<file path="src/rtl/shadow_compare_if.sv">
// Bus bundle for the shadow-tracer lock-step comparator.
// The tracer/CPU side uses the master view; the comparator uses the slave view.
interface shadow_compare_if #(
  parameter int W     = 32,
  parameter int TS_W  = 32,
  parameter int CNT_W = 16
);
  logic             arm;
  logic             stop_on_fail;
  logic [W-1:0]     model_vec;
  logic [W-1:0]     target_vec;
  logic [W-1:0]     cmp_mask;
  logic             match;
  logic             fail;
  logic [CNT_W-1:0] mismatch_count;
  logic [TS_W-1:0]  cycle_count;
  logic [1:0]       state;
  logic             log_valid;
  logic             log_ready;
  logic [W-1:0]     log_diff;
  logic [TS_W-1:0]  log_ts;
  logic             log_overflow;

  modport master (
    output arm, stop_on_fail, model_vec, target_vec, cmp_mask, log_ready,
    input  match, fail, mismatch_count, cycle_count, state,
           log_valid, log_diff, log_ts, log_overflow
  );

  modport slave (
    input  arm, stop_on_fail, model_vec, target_vec, cmp_mask, log_ready,
    output match, fail, mismatch_count, cycle_count, state,
           log_valid, log_diff, log_ts, log_overflow
  );
endinterface

</file>
<file path="src/rtl/shadow_compare.sv">
// Lock-step comparator between the T80 shadow core and the real CPU pins.
// Aligns the model side by DELAY cycles, ignores a settle window after arm,
// keeps sticky/saturating mismatch statistics and logs every mismatch with
// its timestamp into a small show-ahead FIFO drained by the UART logic.
module shadow_compare #(
  parameter int W         = 32,
  parameter int DELAY     = 0,
  parameter int SETTLE    = 2,
  parameter int TS_W      = 32,
  parameter int CNT_W     = 16,
  parameter int LOG_DEPTH = 8
) (
  input logic             CLK_n,
  input logic             RESET,
  shadow_compare_if.slave bus
);

  localparam int AW = $clog2(LOG_DEPTH);
  localparam int SW = (SETTLE > 1) ? $clog2(SETTLE) : 1;

  typedef enum logic [1:0] {
    ST_IDLE   = 2'd0,
    ST_SETTLE = 2'd1,
    ST_RUN    = 2'd2,
    ST_STOP   = 2'd3
  } state_t;

  state_t           state_q, state_d;
  logic [SW-1:0]    settleCnt_q, settleCnt_d;
  logic             match_q, match_d;
  logic             fail_q, fail_d;
  logic [CNT_W-1:0] mismatchCnt_q, mismatchCnt_d;
  logic [TS_W-1:0]  cycleCnt_q, cycleCnt_d;
  logic             overflow_q, overflow_d;
  logic [AW:0]      wrPtr_q, rdPtr_q;

  logic [W-1:0]     modelDly, maskDly, diff;
  logic             hit, push, pushAccept, pop, clearLog, logValid, logFull;

  logic [W-1:0]     diffMem [LOG_DEPTH];
  logic [TS_W-1:0]  tsMem   [LOG_DEPTH];

  generate
    if (DELAY == 0) begin : gNoDelay
      assign modelDly = bus.model_vec;
      assign maskDly  = bus.cmp_mask;
    end else begin : gDelay
      logic [W-1:0] modelPipe_q [DELAY];
      logic [W-1:0] maskPipe_q  [DELAY];

      // Shift model vector and mask so they line up with the later pin sample
      always_ff @(posedge CLK_n) begin
        if (RESET) begin
          for (int i = 0; i < DELAY; i++) begin
            modelPipe_q[i] <= '0;
            maskPipe_q[i]  <= '0;
          end
        end else begin
          modelPipe_q[0] <= bus.model_vec;
          maskPipe_q[0]  <= bus.cmp_mask;
          for (int i = 1; i < DELAY; i++) begin
            modelPipe_q[i] <= modelPipe_q[i-1];
            maskPipe_q[i]  <= maskPipe_q[i-1];
          end
        end
      end

      assign modelDly = modelPipe_q[DELAY-1];
      assign maskDly  = maskPipe_q[DELAY-1];
    end
  endgenerate

  assign diff     = (modelDly ^ bus.target_vec) & maskDly;
  assign hit      = |diff;
  assign logValid = (wrPtr_q != rdPtr_q);
  assign logFull  = (wrPtr_q[AW] != rdPtr_q[AW]) &&
                    (wrPtr_q[AW-1:0] == rdPtr_q[AW-1:0]);
  assign pop      = logValid && bus.log_ready;

  // Next-state, statistics and log-push decisions; arm overrides everything
  always_comb begin
    state_d       = state_q;
    settleCnt_d   = settleCnt_q;
    match_d       = match_q;
    fail_d        = fail_q;
    mismatchCnt_d = mismatchCnt_q;
    cycleCnt_d    = cycleCnt_q;
    overflow_d    = overflow_q;
    push          = 1'b0;
    clearLog      = 1'b0;

    if (bus.arm) begin
      state_d       = ST_SETTLE;
      settleCnt_d   = '0;
      match_d       = 1'b1;
      fail_d        = 1'b0;
      mismatchCnt_d = '0;
      cycleCnt_d    = '0;
      overflow_d    = 1'b0;
      clearLog      = 1'b1;
    end else begin
      case (state_q)
        ST_IDLE: begin
          match_d = 1'b1;
        end
        ST_SETTLE: begin
          match_d    = 1'b1;
          cycleCnt_d = cycleCnt_q + 1'b1;
          if (settleCnt_q == SW'(SETTLE - 1)) state_d = ST_RUN;
          else                                settleCnt_d = settleCnt_q + 1'b1;
        end
        ST_RUN: begin
          cycleCnt_d = cycleCnt_q + 1'b1;
          match_d    = ~hit;
          if (hit) begin
            fail_d = 1'b1;
            push   = 1'b1;
            if (mismatchCnt_q != '1) mismatchCnt_d = mismatchCnt_q + 1'b1;
            if (bus.stop_on_fail)    state_d = ST_STOP;
          end
        end
        default: begin
          match_d = 1'b0;
        end
      endcase
    end

    pushAccept = push && (!logFull || pop);
    if (push && logFull && !pop) overflow_d = 1'b1;
  end

  // State and statistics registers
  always_ff @(posedge CLK_n) begin
    if (RESET) begin
      state_q       <= ST_IDLE;
      settleCnt_q   <= '0;
      match_q       <= 1'b1;
      fail_q        <= 1'b0;
      mismatchCnt_q <= '0;
      cycleCnt_q    <= '0;
      overflow_q    <= 1'b0;
    end else begin
      state_q       <= state_d;
      settleCnt_q   <= settleCnt_d;
      match_q       <= match_d;
      fail_q        <= fail_d;
      mismatchCnt_q <= mismatchCnt_d;
      cycleCnt_q    <= cycleCnt_d;
      overflow_q    <= overflow_d;
    end
  end

  // Log FIFO pointers; one extra bit distinguishes full from empty
  always_ff @(posedge CLK_n) begin
    if (RESET || clearLog) begin
      wrPtr_q <= '0;
      rdPtr_q <= '0;
    end else begin
      if (pop)        rdPtr_q <= rdPtr_q + 1'b1;
      if (pushAccept) wrPtr_q <= wrPtr_q + 1'b1;
    end
  end

  // Log storage; contents are only meaningful between the pointers
  always_ff @(posedge CLK_n) begin
    if (pushAccept) begin
      diffMem[wrPtr_q[AW-1:0]] <= diff;
      tsMem[wrPtr_q[AW-1:0]]   <= cycleCnt_q;
    end
  end

  assign bus.match          = match_q;
  assign bus.fail           = fail_q;
  assign bus.mismatch_count = mismatchCnt_q;
  assign bus.cycle_count    = cycleCnt_q;
  assign bus.state          = state_q;
  assign bus.log_valid      = logValid;
  assign bus.log_overflow   = overflow_q;
  assign bus.log_diff       = logValid ? diffMem[rdPtr_q[AW-1:0]] : '0;
  assign bus.log_ts         = logValid ? tsMem[rdPtr_q[AW-1:0]]   : '0;

endmodule
</file>
<file path="src/flat_wrapper.sv">
// flat-port wrapper written by rule: the top's interface ports become plain ports
module shadow_compare_flat 
#(
  parameter int W         = 32,
  parameter int DELAY     = 0,
  parameter int SETTLE    = 2,
  parameter int TS_W      = 32,
  parameter int CNT_W     = 16,
  parameter int LOG_DEPTH = 8
)
  (CLK_n, RESET, bus_arm, bus_stop_on_fail, bus_model_vec, bus_target_vec, bus_cmp_mask, bus_log_ready, bus_match, bus_fail, bus_mismatch_count, bus_cycle_count, bus_state, bus_log_valid, bus_log_diff, bus_log_ts, bus_log_overflow);
  shadow_compare_if #(.W(W), .TS_W(TS_W), .CNT_W(CNT_W)) bus_i ();
  input logic CLK_n;
  input logic RESET;
  input wire logic [$bits(bus_i.arm)-1:0] bus_arm;
  input wire logic [$bits(bus_i.stop_on_fail)-1:0] bus_stop_on_fail;
  input wire logic [$bits(bus_i.model_vec)-1:0] bus_model_vec;
  input wire logic [$bits(bus_i.target_vec)-1:0] bus_target_vec;
  input wire logic [$bits(bus_i.cmp_mask)-1:0] bus_cmp_mask;
  input wire logic [$bits(bus_i.log_ready)-1:0] bus_log_ready;
  output wire logic [$bits(bus_i.match)-1:0] bus_match;
  output wire logic [$bits(bus_i.fail)-1:0] bus_fail;
  output wire logic [$bits(bus_i.mismatch_count)-1:0] bus_mismatch_count;
  output wire logic [$bits(bus_i.cycle_count)-1:0] bus_cycle_count;
  output wire logic [$bits(bus_i.state)-1:0] bus_state;
  output wire logic [$bits(bus_i.log_valid)-1:0] bus_log_valid;
  output wire logic [$bits(bus_i.log_diff)-1:0] bus_log_diff;
  output wire logic [$bits(bus_i.log_ts)-1:0] bus_log_ts;
  output wire logic [$bits(bus_i.log_overflow)-1:0] bus_log_overflow;
  assign bus_i.arm = bus_arm;
  assign bus_i.stop_on_fail = bus_stop_on_fail;
  assign bus_i.model_vec = bus_model_vec;
  assign bus_i.target_vec = bus_target_vec;
  assign bus_i.cmp_mask = bus_cmp_mask;
  assign bus_i.log_ready = bus_log_ready;
  assign bus_match = bus_i.match;
  assign bus_fail = bus_i.fail;
  assign bus_mismatch_count = bus_i.mismatch_count;
  assign bus_cycle_count = bus_i.cycle_count;
  assign bus_state = bus_i.state;
  assign bus_log_valid = bus_i.log_valid;
  assign bus_log_diff = bus_i.log_diff;
  assign bus_log_ts = bus_i.log_ts;
  assign bus_log_overflow = bus_i.log_overflow;
  shadow_compare #(.W(W), .DELAY(DELAY), .SETTLE(SETTLE), .TS_W(TS_W), .CNT_W(CNT_W), .LOG_DEPTH(LOG_DEPTH)) u_core (.CLK_n(CLK_n), .RESET(RESET), .bus(bus_i));
endmodule
</file>
<file path="config.mk">
export PLATFORM = sky130hd
export DESIGN_NAME = shadow_compare_flat
export DESIGN_NICKNAME = d
export VERILOG_FILES = /design/src/rtl/shadow_compare_if.sv /design/src/rtl/shadow_compare.sv /design/src/flat_wrapper.sv
export SDC_FILE = /design/constraint.sdc
export NUM_CORES = 1
export LEC_CHECK = 0
export CAP_MARGIN = 10
export CORE_MARGIN = 10
export CORE_UTILIZATION = 45
export CTS_BUF_LIST = sky130_fd_sc_hd__clkbuf_4
export CTS_CLUSTER_DIAMETER = 80
export DETAILED_ROUTE_END_ITERATION = 10
export PLACE_DENSITY = 0.79
export SLEW_MARGIN = 0
export SYNTH_ARGS = -nofsm -noshare
export SYNTH_HDL_FRONTEND = slang
export SYNTH_SLANG_ARGS = --single-unit
</file>
<file path="constraint.sdc">
create_clock -name CLK_n -period 11 [get_ports CLK_n]
set_clock_uncertainty 0.1 [all_clocks]
set_input_delay 2.75 -clock CLK_n [delete_from_list [all_inputs] [get_ports CLK_n]]
set_output_delay 2.75 -clock CLK_n [all_outputs]
set_load 0.1 [all_outputs]
</file>
==> out/metrics.csv, run 1 <==
metric,value,unit
setup bufs post-CTS,0,
sequential area share after synthesis,72.3,%
post-synthesis register bit count,577,
ys flop type,edfxtp_1,
CP Max Fanout,70,
Hold WC Path Type,flop to flop,
GP Congestion,0.801,
CTS tree,yes,
dpl hpwl,29600,um
period utilization,69.0,%
placed inst area,26000,um2
die area,60700,um2
post-route antenna net violation count,0,
gr usage total,17.1,%
leak pwr,8.76,nW
total power,4.33,mW
"Arr. time, crit path",4740,ps
run status,"complete, no violations",
CP Capture Type,output pin,
Synth warnings,0,
Fill cells,3924,
Synth Instances,1250,
1st-iter DRT viols,871,
largest net degree at the start of global routing,89,
met3 Use GR,6.80,%
"Most Used Layer, Global Route",met2,
hold buffers post-CTS,0,
Max Slew Vio Count,0,
WL/cell,21.9,um
fin crit period,7590,ps
synth unique cells,51,
CP Launch Type,flop,
clock latency on the worst-skew pair,930,ps
clk sink count,577,
setup violators final,0,
row cnt,82,
worst-case vdd ir drop,0.0716,mV
Nets,1682,
Placed Cells,2098,
CTS-repair resized insts,0,
RSZ-0062 raised after global routing,false,
CP required,8150,ps
Layout area overhead,21.1,%
multi-input logic area,6120,um2
post-route setup TNS,0,ps
final wirelength,51500,um
Die W,246,um
layout cells sized above 1,24.1,%
first-pass GRT wire length,79100,um
Die Y,246,um
Synth Net Count,1359,
fin area,27900,um2
"EDFF count, synth",512,
H-tree Lvls,4,
met2 usage,27.5,%
Initial Util,45.7,%
Core ar.,50500,um2
fmax,132,MHz
ys async rst share,0,%
PortBufs,218,
PD cells,155,nW/um2
CTS buffer count,145,
met1 usage,21.0,%
Via density,5.38,
router iterations before antenna repair,5,
Final Hold Viols,0,
Fin Hold WS,395,ps
Slew headroom,22.2,%
vias in the first global route,13525,
CP Class,flop to output pin,
Vias,12670,
syn_area_per_cell,18.5,um2
Final Non-Filler Cells,2355,
mapped cell area,23100,um2
initial antenna violation count,3,
clock root buffer,clkbuf_4,
Worst-path clk slew,60,ps
Max Buffers Root-to-Sink,3,
register area,16700,um2
worst-margin pin slew,1170,ps
GRT overflow,0,
I/O pin count,219,
# DRC,0,
max-cap violation count,0,
==> stage by stage <==
stage	utilization (%)	setup WS (ps)
floorplan	-	339
global placement	51.5	4020
detailed placement	51.5	3990
CTS	55.3	3200
global route	55.3	3070
finish	55.3	3410
==> cells by family (layout without fill, tap and decap cells) <==
logic type / Yosys count / in the layout / share of synthesized area, %
multiplexers: 198 / 198 / 15.5
buffers and inverters: 69 / 497 / 1.46
AND/OR/NAND/NOR: 265 / 265 / 5.97
other: 0 / 5 / 0
XOR/XNOR: 69 / 69 / 2.62
flip-flops: 577 / 577 / 72.3
AO/OA/AOI/OAI: 64 / 64 / 1.72
adder cells (fa/ha/maj): 8 / 8 / 0.434
==> synth_stat cells, types with 16 or more instances <==
cell type / number / area [um2]
a21oi_1: 21 / 105
a22oi_1: 16 / 120
and2_1: 34 / 213
clkbuf_1: 22 / 82.6
dfxtp_1: 65 / 1300
edfxtp_1: 512 / 15400
mux2i_1: 70 / 701
mux4_2: 128 / 2880
nand2_1: 25 / 93.8
nand3_1: 22 / 110
nand4_1: 17 / 106
nor2_1: 110 / 413
xor2_1: 59 / 517
==> path summary, 6_finish.rpt <==
check / from / end / slack (ps) / cells past startpoint
setup / recovery: flop / bus_log_ts[31] / 3410 / 5
hold / removal: u_core.bus.log_overflow / u_core.bus.log_overflow / 390 / 2
setup reg to reg: u_core.bus.state[0] / u_core.diffMem[6][22] / 6970 / 7
hold reg to reg: u_core.bus.log_overflow / u_core.bus.log_overflow / 390 / 2
==> worst max-delay path, stage by stage (launching register included) <==
cell             delay (ps)
dfxtp_4                 960
buf_4                   930
mux4_2                  370
mux2i_1                  70
nor2_1                  290
clkdlybuf4s50_1        1200
==> area by class of cell <==
type	count	area share, %
multi-input combinational	604	21.9
inverter	9	0.121
antenna	5	0.0448
sequential	577	59.7
timing repair buffer	236	8.34
clock inverter	36	1.07
clock buffer	216	5.80
tap	672	3.01
==> flip-flops by register name (all words and copies together), names as in the netlist, named ones only <==
name / count
u_core.bus.match: 1
u_core.wrPtr_q: 4
u_core.bus.fail: 1
u_core.bus.log_overflow: 1
u_core.tsMem: 256
u_core.settleCnt_q: 1
u_core.bus.cycle_count: 32
u_core.bus.mismatch_count: 16
u_core.rdPtr_q: 4
u_core.diffMem: 256
u_core.bus.state: 2
==> power breakdown <==
group / switching (mW) / total (mW) / internal [mW] / leakage, nW
Sequential: 0.00210 / 2.38 / 2.37 / 5.12
Combinational: 0.0584 / 0.108 / 0.0495 / 2.48
Clock: 0.814 / 1.85 / 1.03 / 1.15
Total: 0.874 / 4.33 / 3.46 / 8.76
==> cell usage in the layout (no fill, tap or decap), types with 9 or more instances in the layout <==
cell and count:
o21ai_0 15, a22oi_1 16, nand3_1 22, clkdlybuf4s50_1 218, nand2_1 25, nor2_1 109
buf_4 17, and2_1 34, a21oi_1 21, inv_1 9, edfxtp_1 512, mux2i_1 70
dfxtp_1 62, clkinv_1 20, or3_1 12, xor2_1 59, nand4_1 17, xnor2_1 10
mux4_2 128, clkbuf_4 216
==> per-layer routing <==
layer  share of wire, %  wire length, um  up-vias
li1                   -                -     5721
met1                 40            20900     6416
met2                 49            25300      458
met3                8.8             4560       75
met4                1.6              817        0
met5                  0                0        -
Power figures use the tool's default switching activity.
==> run 2, diff against run 1 <==
Settings changed: PLACE_DENSITY 0.79 to 0.76.
Clock period 11 ns to 7.5 ns, I/O delays scaled along.
==> out/metrics.csv, run 2 (same netlist as run 1, synthesis figures left out) <==
metric,value,unit,change
"Arr. time, crit path",4200,ps,was 4740 ps
Final Non-Filler Cells,2349,,was 2355
fin crit period,6180,ps,
Max Buffers Root-to-Sink,3,,unchanged
leak pwr,8.73,nW,was 8.76 nW
Initial Util,45.7,%,unchanged
I/O pin count,219,,unchanged
Worst Hold Depth,2,,unchanged
NetSw,1.26,mW,was 0.874 mW
dpl hpwl,30500,um,was 29600 um
CP Class,flop to output pin,,unchanged
Layout area overhead,20.9,%,was 21.1%
Flop pwr share,55.6,%,was 54.8%
worst-margin pin slew,1170,ps,about the same
PD cells,225,nW/um2,was 155 nW/um2
"Largest stage delay, worst path",1230,ps,was 1200 ps
gr usage total,17.1,%,about the same
met2 usage,28.0,%,was 27.5%
Placed Cells,2103,,was 2098
CP required,5530,ps,was 8150 ps
Reg2Reg Setup Slack,3610,ps,was 6970 ps
Nets,1686,,was 1682
CTS-repair resized insts,0,,unchanged
vias in the first global route,13693,,was 13525
Hold Crit Start,u_core.wrPtr_q[3],,was u_core.bus.log_overflow
cells on worst reg2reg path,6,,was 7
Hold WC Path Type,flop to flop,,unchanged
CP Launch Type,flop,,unchanged
most frequent cells in the layout,"edfxtp_1, clkdlybuf4s50_1, clkbuf_4, mux4_2, nor2_1",,unchanged
clk sink count,577,,unchanged
post-route setup TNS,0,ps,unchanged
hold endpoint,u_core.wrPtr_q[3],,was u_core.bus.log_overflow
max-cap violation count,0,,unchanged
worst-case vdd ir drop,0.121,mV,was 0.0716 mV
initial antenna violation count,2,,was 3
Core ar.,50500,um2,unchanged
Final Core Density,55.3,%,about the same
dpl ws,1520,ps,was 3990 ps
Logic pwr share,2.6,%,was 2.5%
fmax,162,MHz,
PortBufs,218,,unchanged
Worst-path clk slew,70,ps,was 60 ps
clock root buffer,clkbuf_4,,unchanged
period utilization,82.3,%,
row cnt,82,,unchanged
CTS tree,yes,,unchanged
"most common cell after layout, fill and taps aside",edfxtp_1,,unchanged
CTS buffer count,144,,was 145
worst path cell trace,buf_4 > mux4_2 > mux2i_1 > nor2_1 > clkdlybuf4s50_1,,unchanged
Vias,12779,,was 12670
met1 usage,21.6,%,was 21.0%
final wirelength,52000,um,was 51500 um
FF-to-FF End,u_core.diffMem[4][20],,was u_core.diffMem[6][22]
Die Y,246,um,unchanged
largest net degree at the start of global routing,66,,was 89
met3 Use GR,5.10,%,was 6.80%
run status,"complete, no violations",,unchanged
die area,60700,um2,unchanged
1st-iter DRT viols,991,,was 871
Max Slew Vio Count,0,,unchanged
router iterations before antenna repair,5,,unchanged
post-route antenna net violation count,0,,unchanged
RSZ-0062 raised after global routing,false,,unchanged
"Most Used Layer, Global Route",met2,,unchanged
CP Capture Type,output pin,,unchanged
Via density,5.44,,was 5.38
Fin Hold WS,400,ps,was 395 ps
Clock power frac,41.8,%,was 42.7%
switching share of power,20.1,%,was 20.2%
H-tree Lvls,4,,unchanged
reg2reg start,u_core.bus.state[0],,unchanged
setup bufs post-CTS,0,,unchanged
Slew headroom,22.2,%,about the same
# DRC,0,,unchanged
fin worst setup slack,1320,ps,was 3410 ps
Int Power,5.00,mW,was 3.46 mW
Fill cells,3912,,was 3924
layout cells sized above 1,23.5,%,was 24.1%
Die W,246,um,unchanged
GP Congestion,0.810,,was 0.801
clock latency on the worst-skew pair,840,ps,was 930 ps
GRT overflow,0,,unchanged
CP Max Fanout,43,,was 70
hold buffers post-CTS,0,,unchanged
setup violators final,0,,unchanged
first-pass GRT wire length,79500,um,was 79100 um
Crit-path slowest cell,clkdlybuf4s50_1,,unchanged
WL/cell,22.1,um,was 21.9 um
Final Hold Viols,0,,unchanged
-- run 2: changes by cell type in the layout (fill, tap and decap cells not counted), sizes merged --
cell,change
clkbuf,-13
buf,+5
clkinv,+5
diode,-4
clkinvlp,+1
-- run 2: routing by layer --
layer	vias up	wire, um
li1	5714	-
met1	6583	21700
met2	423	25900
met3	57	3700
met4	2	667
met5	-	7
-- run 2: worst max-delay path: cells and delay by family (launching register included) --
| kind | cells | cell delay, ps |
|---|---|---|
| flops | 1 | 780 |
| mux | 2 | 380 |
| buf+inv | 2 | 1820 |
| simple gates | 1 | 350 |
-- run 2: through the flow --
stage	power (mW)	cell area (um2)
2_1_floorplan	3.62	23100
3_3_place_gp	3.71	26000
3_5_place_dp	3.71	26000
4_1_cts	6.34	27900
5_1_grt	6.52	27900
6_report	6.27	27900
-- run 2: cell type report --
class	instances	area [um2]	area share, %
sequential	577	16700	59.8
multi-input combinational	604	6120	21.9
timing repair buffer	241	2370	8.49
clock buffer	203	1520	5.46
tap	672	841	3.01
clock inverter	42	320	1.15
inverter	9	33.8	0.121
antenna	1	2.50	0.00897
-- run 2: worst max path at each step --
stage,slack [ps],from,cells past startpoint,to
4_1_cts,1150,flop,5,bus_log_ts[23]
3_5_place_dp,1520,bus_model_vec[24],9,u_core.diffMem[4][20]
2_1_floorplan,-2290,bus_target_vec[28],7,u_core.diffMem[0][0]
3_3_place_gp,1590,bus_model_vec[24],9,u_core.diffMem[4][7]
5_1_grt,1000,flop,5,bus_log_diff[15]
6_report,1320,flop,5,bus_log_ts[12]
-- run 2: power by group through the flow --
stage	combinational (mW)	clock (mW)	sequential, mW
2_1_floorplan	0.0632	0	3.56
3_3_place_gp	0.155	0	3.55
3_5_place_dp	0.161	0	3.55
4_1_cts	0.162	2.70	3.48
5_1_grt	0.173	2.87	3.48
6_report	0.161	2.62	3.48
